**src/rtl/dct_block_ctrl.sv**
```systemverilog
// dct_block_ctrl
//   Sequencing controller for an 8x8 two-pass (row, then column) DCT built on
//   a systolic array. The controller has no sample datapath. The row pass
//   streams upstream pixels into the array. Row results are stored row-major
//   in a transpose buffer. The column pass reads that buffer in transposed
//   order back into the array. Column results are forwarded downstream.
//
// Ports
//   clk, rst_n              clock, asynchronous active-low reset
//   s_valid / s_ready       upstream pixel beat handshake
//   res_valid               result beat from the systolic array
//   arr_valid, arr_src      array input strobe; mux select (0 pixel, 1 tbuf)
//   arr_first, coef_k       group-start flag and coefficient index 0..7
//   pass                    0 row pass, 1 column pass
//   tbuf_we, tbuf_waddr     transpose buffer write strobe / address
//   tbuf_re, tbuf_raddr     transpose buffer read strobe / address (1-cycle latency)
//   out_valid, block_done   final coefficient beat; end-of-block pulse
//   busy, err               controller active; sticky protocol error
module dct_block_ctrl #(
    parameter int unsigned DATA_WIDTH = 10,
    parameter int unsigned BLK        = 8
) (
    input  logic       clk,
    input  logic       rst_n,
    input  logic       s_valid,
    output logic       s_ready,
    input  logic       res_valid,
    output logic       arr_valid,
    output logic       arr_src,
    output logic       arr_first,
    output logic [2:0] coef_k,
    output logic       pass,
    output logic       tbuf_we,
    output logic [5:0] tbuf_waddr,
    output logic       tbuf_re,
    output logic [5:0] tbuf_raddr,
    output logic       out_valid,
    output logic       block_done,
    output logic       busy,
    output logic       err
);

    localparam logic [5:0] LAST = 6'(BLK * BLK - 1);

    // Counter and address widths are fixed for an 8x8 block. DATA_WIDTH only
    // describes the surrounding datapath. This empty guard keeps both
    // parameters part of elaboration.
    if (DATA_WIDTH == 0 || BLK != 8) begin : gGeometryUnsupported
    end

    typedef enum logic [2:0] {
        IDLE,
        ROW,
        ROW_DRAIN,
        COL,
        COL_DRAIN
    } state_t;

    state_t     state, stateNext;
    logic [5:0] inCnt, inCntNext;
    logic [5:0] resCnt, resCntNext;
    logic [5:0] rdCnt, rdCntNext;
    logic       dlyValid;
    logic [2:0] dlyK;
    logic       errReg;
    logic       accept;
    logic       resBad;

    always_comb begin
        stateNext  = state;
        inCntNext  = inCnt;
        resCntNext = resCnt;
        rdCntNext  = rdCnt;
        s_ready    = 1'b0;
        accept     = 1'b0;
        resBad     = 1'b0;
        tbuf_we    = 1'b0;
        tbuf_re    = 1'b0;
        out_valid  = 1'b0;
        block_done = 1'b0;

        case (state)
            IDLE: begin
                // s_ready is gated by rst_n so it reads 0 while reset is held.
                s_ready = rst_n;
                accept  = s_valid & rst_n;
                resBad  = res_valid;
                if (accept) begin
                    inCntNext = inCnt + 6'd1;
                    stateNext = ROW;
                end
            end
            ROW: begin
                s_ready = rst_n;
                accept  = s_valid & rst_n;
                resBad  = res_valid;
                if (accept) begin
                    if (inCnt == LAST) begin
                        inCntNext = '0;
                        stateNext = ROW_DRAIN;
                    end else begin
                        inCntNext = inCnt + 6'd1;
                    end
                end
            end
            ROW_DRAIN: begin
                if (res_valid) begin
                    tbuf_we = 1'b1;
                    if (resCnt == LAST) begin
                        resCntNext = '0;
                        stateNext  = COL;
                    end else begin
                        resCntNext = resCnt + 6'd1;
                    end
                end
            end
            COL: begin
                tbuf_re = 1'b1;
                resBad  = res_valid;
                if (rdCnt == LAST) begin
                    rdCntNext = '0;
                    stateNext = COL_DRAIN;
                end else begin
                    rdCntNext = rdCnt + 6'd1;
                end
            end
            COL_DRAIN: begin
                out_valid = res_valid;
                if (res_valid) begin
                    if (resCnt == LAST) begin
                        resCntNext = '0;
                        block_done = 1'b1;
                        stateNext  = IDLE;
                    end else begin
                        resCntNext = resCnt + 6'd1;
                    end
                end
            end
            default: stateNext = IDLE;
        endcase

        // A column-pass array beat comes from the delay stage. It lines up with
        // the buffer read data and can spill one cycle into COL_DRAIN.
        // Row-pass beats are combinational on the handshake.
        arr_valid  = accept | dlyValid;
        arr_src    = dlyValid;
        coef_k     = dlyValid ? dlyK : inCnt[2:0];
        arr_first  = arr_valid & (coef_k == 3'd0);
        tbuf_waddr = resCnt;
        tbuf_raddr = {rdCnt[2:0], rdCnt[5:3]};
        pass       = (state == COL) || (state == COL_DRAIN);
        busy       = (state != IDLE);
        err        = errReg;
    end

    always_ff @(posedge clk or negedge rst_n) begin
        if (!rst_n) begin
            state    <= IDLE;
            inCnt    <= '0;
            resCnt   <= '0;
            rdCnt    <= '0;
            dlyValid <= 1'b0;
            dlyK     <= '0;
            errReg   <= 1'b0;
        end else begin
            state    <= stateNext;
            inCnt    <= inCntNext;
            resCnt   <= resCntNext;
            rdCnt    <= rdCntNext;
            dlyValid <= tbuf_re;
            dlyK     <= rdCnt[2:0];
            if (resBad) begin
                errReg <= 1'b1;
            end
        end
    end

endmodule

```
**config.mk**
```make
export PLATFORM = sky130hd
export DESIGN_NAME = dct_block_ctrl
export DESIGN_NICKNAME = d
export VERILOG_FILES = /design/src/rtl/dct_block_ctrl.sv
export SDC_FILE = /design/constraint.sdc
export NUM_CORES = 1
export LEC_CHECK = 0
export ABC_AREA = 0
export CORE_MARGIN = 5
export CORE_UTILIZATION = 45
export CTS_CLUSTER_SIZE = 14
export DETAILED_ROUTE_END_ITERATION = 12
export GPL_ROUTABILITY_DRIVEN = 0
export HOLD_SLACK_MARGIN = 0.05
export PLACE_DENSITY = 0.75
export SLEW_MARGIN = 40
export SYNTH_ARGS = -nofsm -noshare
export SYNTH_HDL_FRONTEND = slang
export SYNTH_SLANG_ARGS = --single-unit
export TNS_END_PERCENT = 20
```
**constraint.sdc**
```tcl
create_clock -name clk -period 1.23 [get_ports clk]
set_input_delay 0.123 -clock clk [delete_from_list [all_inputs] [get_ports clk]]
set_output_delay 0.123 -clock clk [all_outputs]
set_load 0.03 [all_outputs]
```
# Word-level counts from Yosys, hierarchy flattened
# Cells that the tools add are included.
# Widths: inputs -> output; s select.
[word_totals]
register_bits = 26
latch_bits = 0
ramBits = 0
mem_bits_ro = 0
in_bits = 4
wordCells = 65
n_memories = 0
[classes]
addsub = 3
mul = 0
n_div = 0
magnitude_cmp = 0
eq_ne = 15
n_shift = 0
n_mux = 26
bitwise_logic = 3
reduce_logical = 11
[ops]
columns = ["op", "n"]
rows = [
  ["$mux 6", 5],
  ["$mux 3", 9],
  ["$add 6x1->6 const B", 3],
  ["$eq 6x6->1 const B", 3],
  ["$ne 2x2->1 const B", 8],
  ["$pmux 3 s5", 1],
  ["$pmux 6 s2", 1],
  ["$mux 1", 10],
  ["$reduce_and 8->1", 1],
  ["$eq 3x2->1 const B", 2],
  ["$logic_not 3->1", 2],
  ["$reduce_or 2->1", 2],
  ["$eq 3x1->1 const B", 1],
  ["$eq 3x3->1 const B", 1],
  ["$reduce_and 3->1", 1],
  ["$reduce_bool 3->1", 1],
  ["$reduce_or 3->1", 1],
  ["$and 1x1->1", 2],
  ["$reduce_and 2->1", 1],
  ["$reduce_bool 2->1", 1],
  ["$logic_or 1x1->1", 1],
  ["$or 1x1->1", 1],
]

# Logic depth before layout (Yosys ltp)
[depth]
ltp_word = 5
mapped_depth = 5
mapped_depth_nobuf = 4

# Worst setup path after synthesis
# Ideal clock, no wire load.
[synth_timing]
path_kind = "flip-flop to output port"
from = "reg resCnt[0], in the netlist tbuf_waddr[0]"
to = "out block_done"
t_arrival_ns = 1.813
required_time_ns = 1.107
setup_slack_ns = -0.706
path_stages_with_launch = 5
path_buffers = 0
cell_sequence = "dfrtp_1 > ha_1 > nand2_1 > or2_1 > nor3_1"
[synth_between]
elab_chain_len = 4
[synth_lines]
columns = ["item", "line", "rtl"]
rows = [
  ["start, declared", "61", "logic [5:0] resCnt, resCntNext;"],
  ["start signal, assigned", "168", "resCnt <= resCntNext;"],
  ["$eq 6x6->1", "130", "if (resCnt == LAST) begin"],
  ["$mux 1", "130", ""],
  ["$mux 1", "129", "if (res_valid) begin"],
  ["$mux 1", "82", "case (state)"],
  ["end, declared", "38", "output logic block_done,"],
]
# Every way passes these cells.

# Worst setup path in the final report
[layout_timing]
from = "reg state[2]"
to = "out pass"
[layout_between]
elab_chain_len = 2
elab_cells_between_ends = 3
[layout_lines]
columns = ["item", "line", "rtl"]
rows = [
  ["start, declared", "59", "state_t state, stateNext;"],
  ["start signal, assigned", "166", "state <= stateNext;"],
  ["$eq 3x2->1 or $eq 3x3->1 (tied branches)", "151", "pass = (state == COL) || (state == COL_DRAIN);"],
  ["$logic_or 1x1->1 *", "151", ""],
  ["end, declared", "32", "output logic pass,"],
]
# Mark *: on every way between the ends. The rest lies on a longest branch, timed or not.

==> flow_metrics.tcl <==
set metrics [dict create \
    vias 1544 \
    status "finished with violations" \
    critPathCapture "pass" \
    antenna_found_initial 1 \
    dp_hpwl_um 2870 \
    r2r_start "state[2]" \
    grt_pass1_vias 1584 \
    grt.overflow.total 0 \
    hp-class "primary input to async pin" \
    max-slew-margin-rel 0.747 \
    grtUsageTotal 0.227 \
    via_per_inst 5.78 \
    syn_area_um2 1430 \
    wl_per_cell_um 20.0 \
    areaGrowthSynthToFinish_pct 68.4 \
    initial_core_util 0.467 \
    drv_slew 0 \
    failed_checks "negative setup slack" \
    yosysSeqAreaShare 0.456 \
    worstSetupPathType "flip-flop to output port" \
    htreeDepth 1 \
    clkLatencyLatePin_ps 330 \
    finalSetupViolCount 36 \
    p_leak_nw 1.06 \
    detail_route.first_pass.iterations 4 \
    maxCapViolations 0 \
    r2r_slack_ps -520 \
    drive_gt1_frac 0.599 \
    finalPower_w 0.00227 \
    cts_hold_buf 0 \
    syn_area_per_cell_um2 10.4 \
    start_kind "flip-flop" \
    nets 230 \
    fp.dieH_um 66.3 \
    crit_start "state[2]" \
    fin_ws_ps -593 \
    clock.fmax_mhz 549 \
    port_buffers 29 \
    ys.flop_type "dfrtp_1" \
    worstPathArrival_ps 1700 \
    grt_pass1_wl_um 7450 \
    clock-sinks 26 \
    ios 30 \
    first_iter_violations 134 \
    clk_pin_slew_ps 140 \
    tightestPinTransition_ps 375 \
    final_common_cell "buf_4" \
    fin_crit_ps 1820 \
    syn-instance-count 137 \
    routed_wl_um 5330 \
    final_hold_viol_count 0 \
    synth_fp_nets 144 \
    utilization 0.787 \
    die_w_um 66.3 \
    fin_skew_ps 4.88 \
    ys_warn_count 0 \
    core_area_um2 3050 \
    synthDistinctLibCells 46 \
    async_flop_share 1.00 \
    clockRootBuffer "clkbuf_4" \
    ys_ff_latch 26 \
    crit_fanout 4 \
    drc 0 \
    holdWs_ps 155 \
    ant_nets 0 \
    cts_buffers 3 \
    period_share 1.48 \
    clockBufferDepth 2 \
    powerDensity_nw_per_um2 946 \
    vdd_drop_max_mv 0.409 \
    r2r_cells 7 \
    dieArea_um2 4400 \
    end_kind "output port" \
    layout_common_cells "buf_4, buf_6, dfrtp_1" \
    grt_setup_unrepaired "yes" \
    rows 20 \
    reg2reg_to "rdCnt[5]" \
    required_ps 1110 \
    synth-edff-count 0 \
    tritoncts "built" \
    grt_max_degree 15 \
]
[how the worst min path moves through the flow]
stage                          end  slack, ps  cells past startpoint
final                     inCnt[2]        150                      2
after global routing      inCnt[2]        190                      2
after CTS                 inCnt[2]        180                      2
after detailed placement   dlyK[0]        450                      0
after global placement     dlyK[1]        450                      0
after floorplan            arr_src       -170                      0
[synthesized netlist by cell type, drive strengths merged, types with 2 or more instances]
cell type,n,share of area
dfrtp,26,0.46
nand2,15,0.039
o21ai,10,0.035
nand3,8,0.032
nor3,7,0.025
inv,6,0.016
xnor2,6,0.037
buf,4,0.029
mux2,4,0.032
nand2b,4,0.028
nand4,4,0.018
or2,4,0.018
ha,3,0.026
nor2,3,0.0079
or3,3,0.013
a21oi,2,0.0070
and2,2,0.0088
nor4,2,0.0088
o211ai,2,0.011
o41ai,2,0.012
xor2,2,0.018
[power breakdown]
part           switching [W]  internal [W]
logic               0.000430      0.000368
registers          0.0000863      0.000944
clock network       0.000261      0.000182
[worst max-delay path, cell delays in order, from the launching register on]
cell and delay (ps):
dfrtp_1 440, buf_4 150, buf_6 100, buf_4 150, nand3b_4 200, buf_6 140, nand2_2 50, buf_6 130
[sequential cells by signal, indices dropped and copies added, names as in the netlist]
register	cells
inCnt	6
rdCnt	6
tbuf_waddr	6
dlyK	3
state	3
arr_src	1
err	1
[metrics by stage]
stage | cell area (µm²) | cells | setup TNS [ps] | setup WS (ps)
finish | 2400 | 267 | -10940 | -593
global route | 2400 | 267 | -12200 | -623
CTS | 2210 | 257 | -7900 | -565
detailed placement | 2020 | 245 | -4470 | -324
global placement | 2020 | 245 | -3780 | -301
floorplan | 1480 | 137 | -1420 | -362
[area by class of cell]
| cell class | instances | area (µm²) |
|---|---|---|
| well taps | 44 | 55.1 |
| multi-input cells | 101 | 892 |
| repair buffers | 85 | 728 |
| flip-flops and latches | 26 | 661 |
| diodes | 1 | 2.50 |
| fillers | 183 | 651 |
| inverters | 6 | 27.5 |
| clock buffers | 4 | 36.3 |
[per-layer routing]
layer | GRT usage | vias to the layer above | part of all wire
met5 | 0 | - | 0
met4 | 0.142 | 0 | 0.065
met3 | 0.0425 | 32 | 0.068
met2 | 0.398 | 88 | 0.50
met1 | 0.249 | 756 | 0.37
li1 | - | 668 | -
[cells by family after synthesis]
| group | count (synthesis) | synth area share |
|---|---|---|
| compound gates | 25 | 0.118 |
| flops | 26 | 0.456 |
| buf+inv | 10 | 0.0447 |
| xor+xnor | 8 | 0.0544 |
| mux | 5 | 0.0386 |
| fa+ha+maj | 3 | 0.0263 |
| simple gates | 60 | 0.262 |
[repair_timing]
item,in CTS,in global routing
endpoints found under the setup margin,36,42
pin swaps,7,9
gates resized for setup,46,32
buffers inserted,8,10
hold endpoints to repair,0,0
Power figures use the tool's default switching activity.
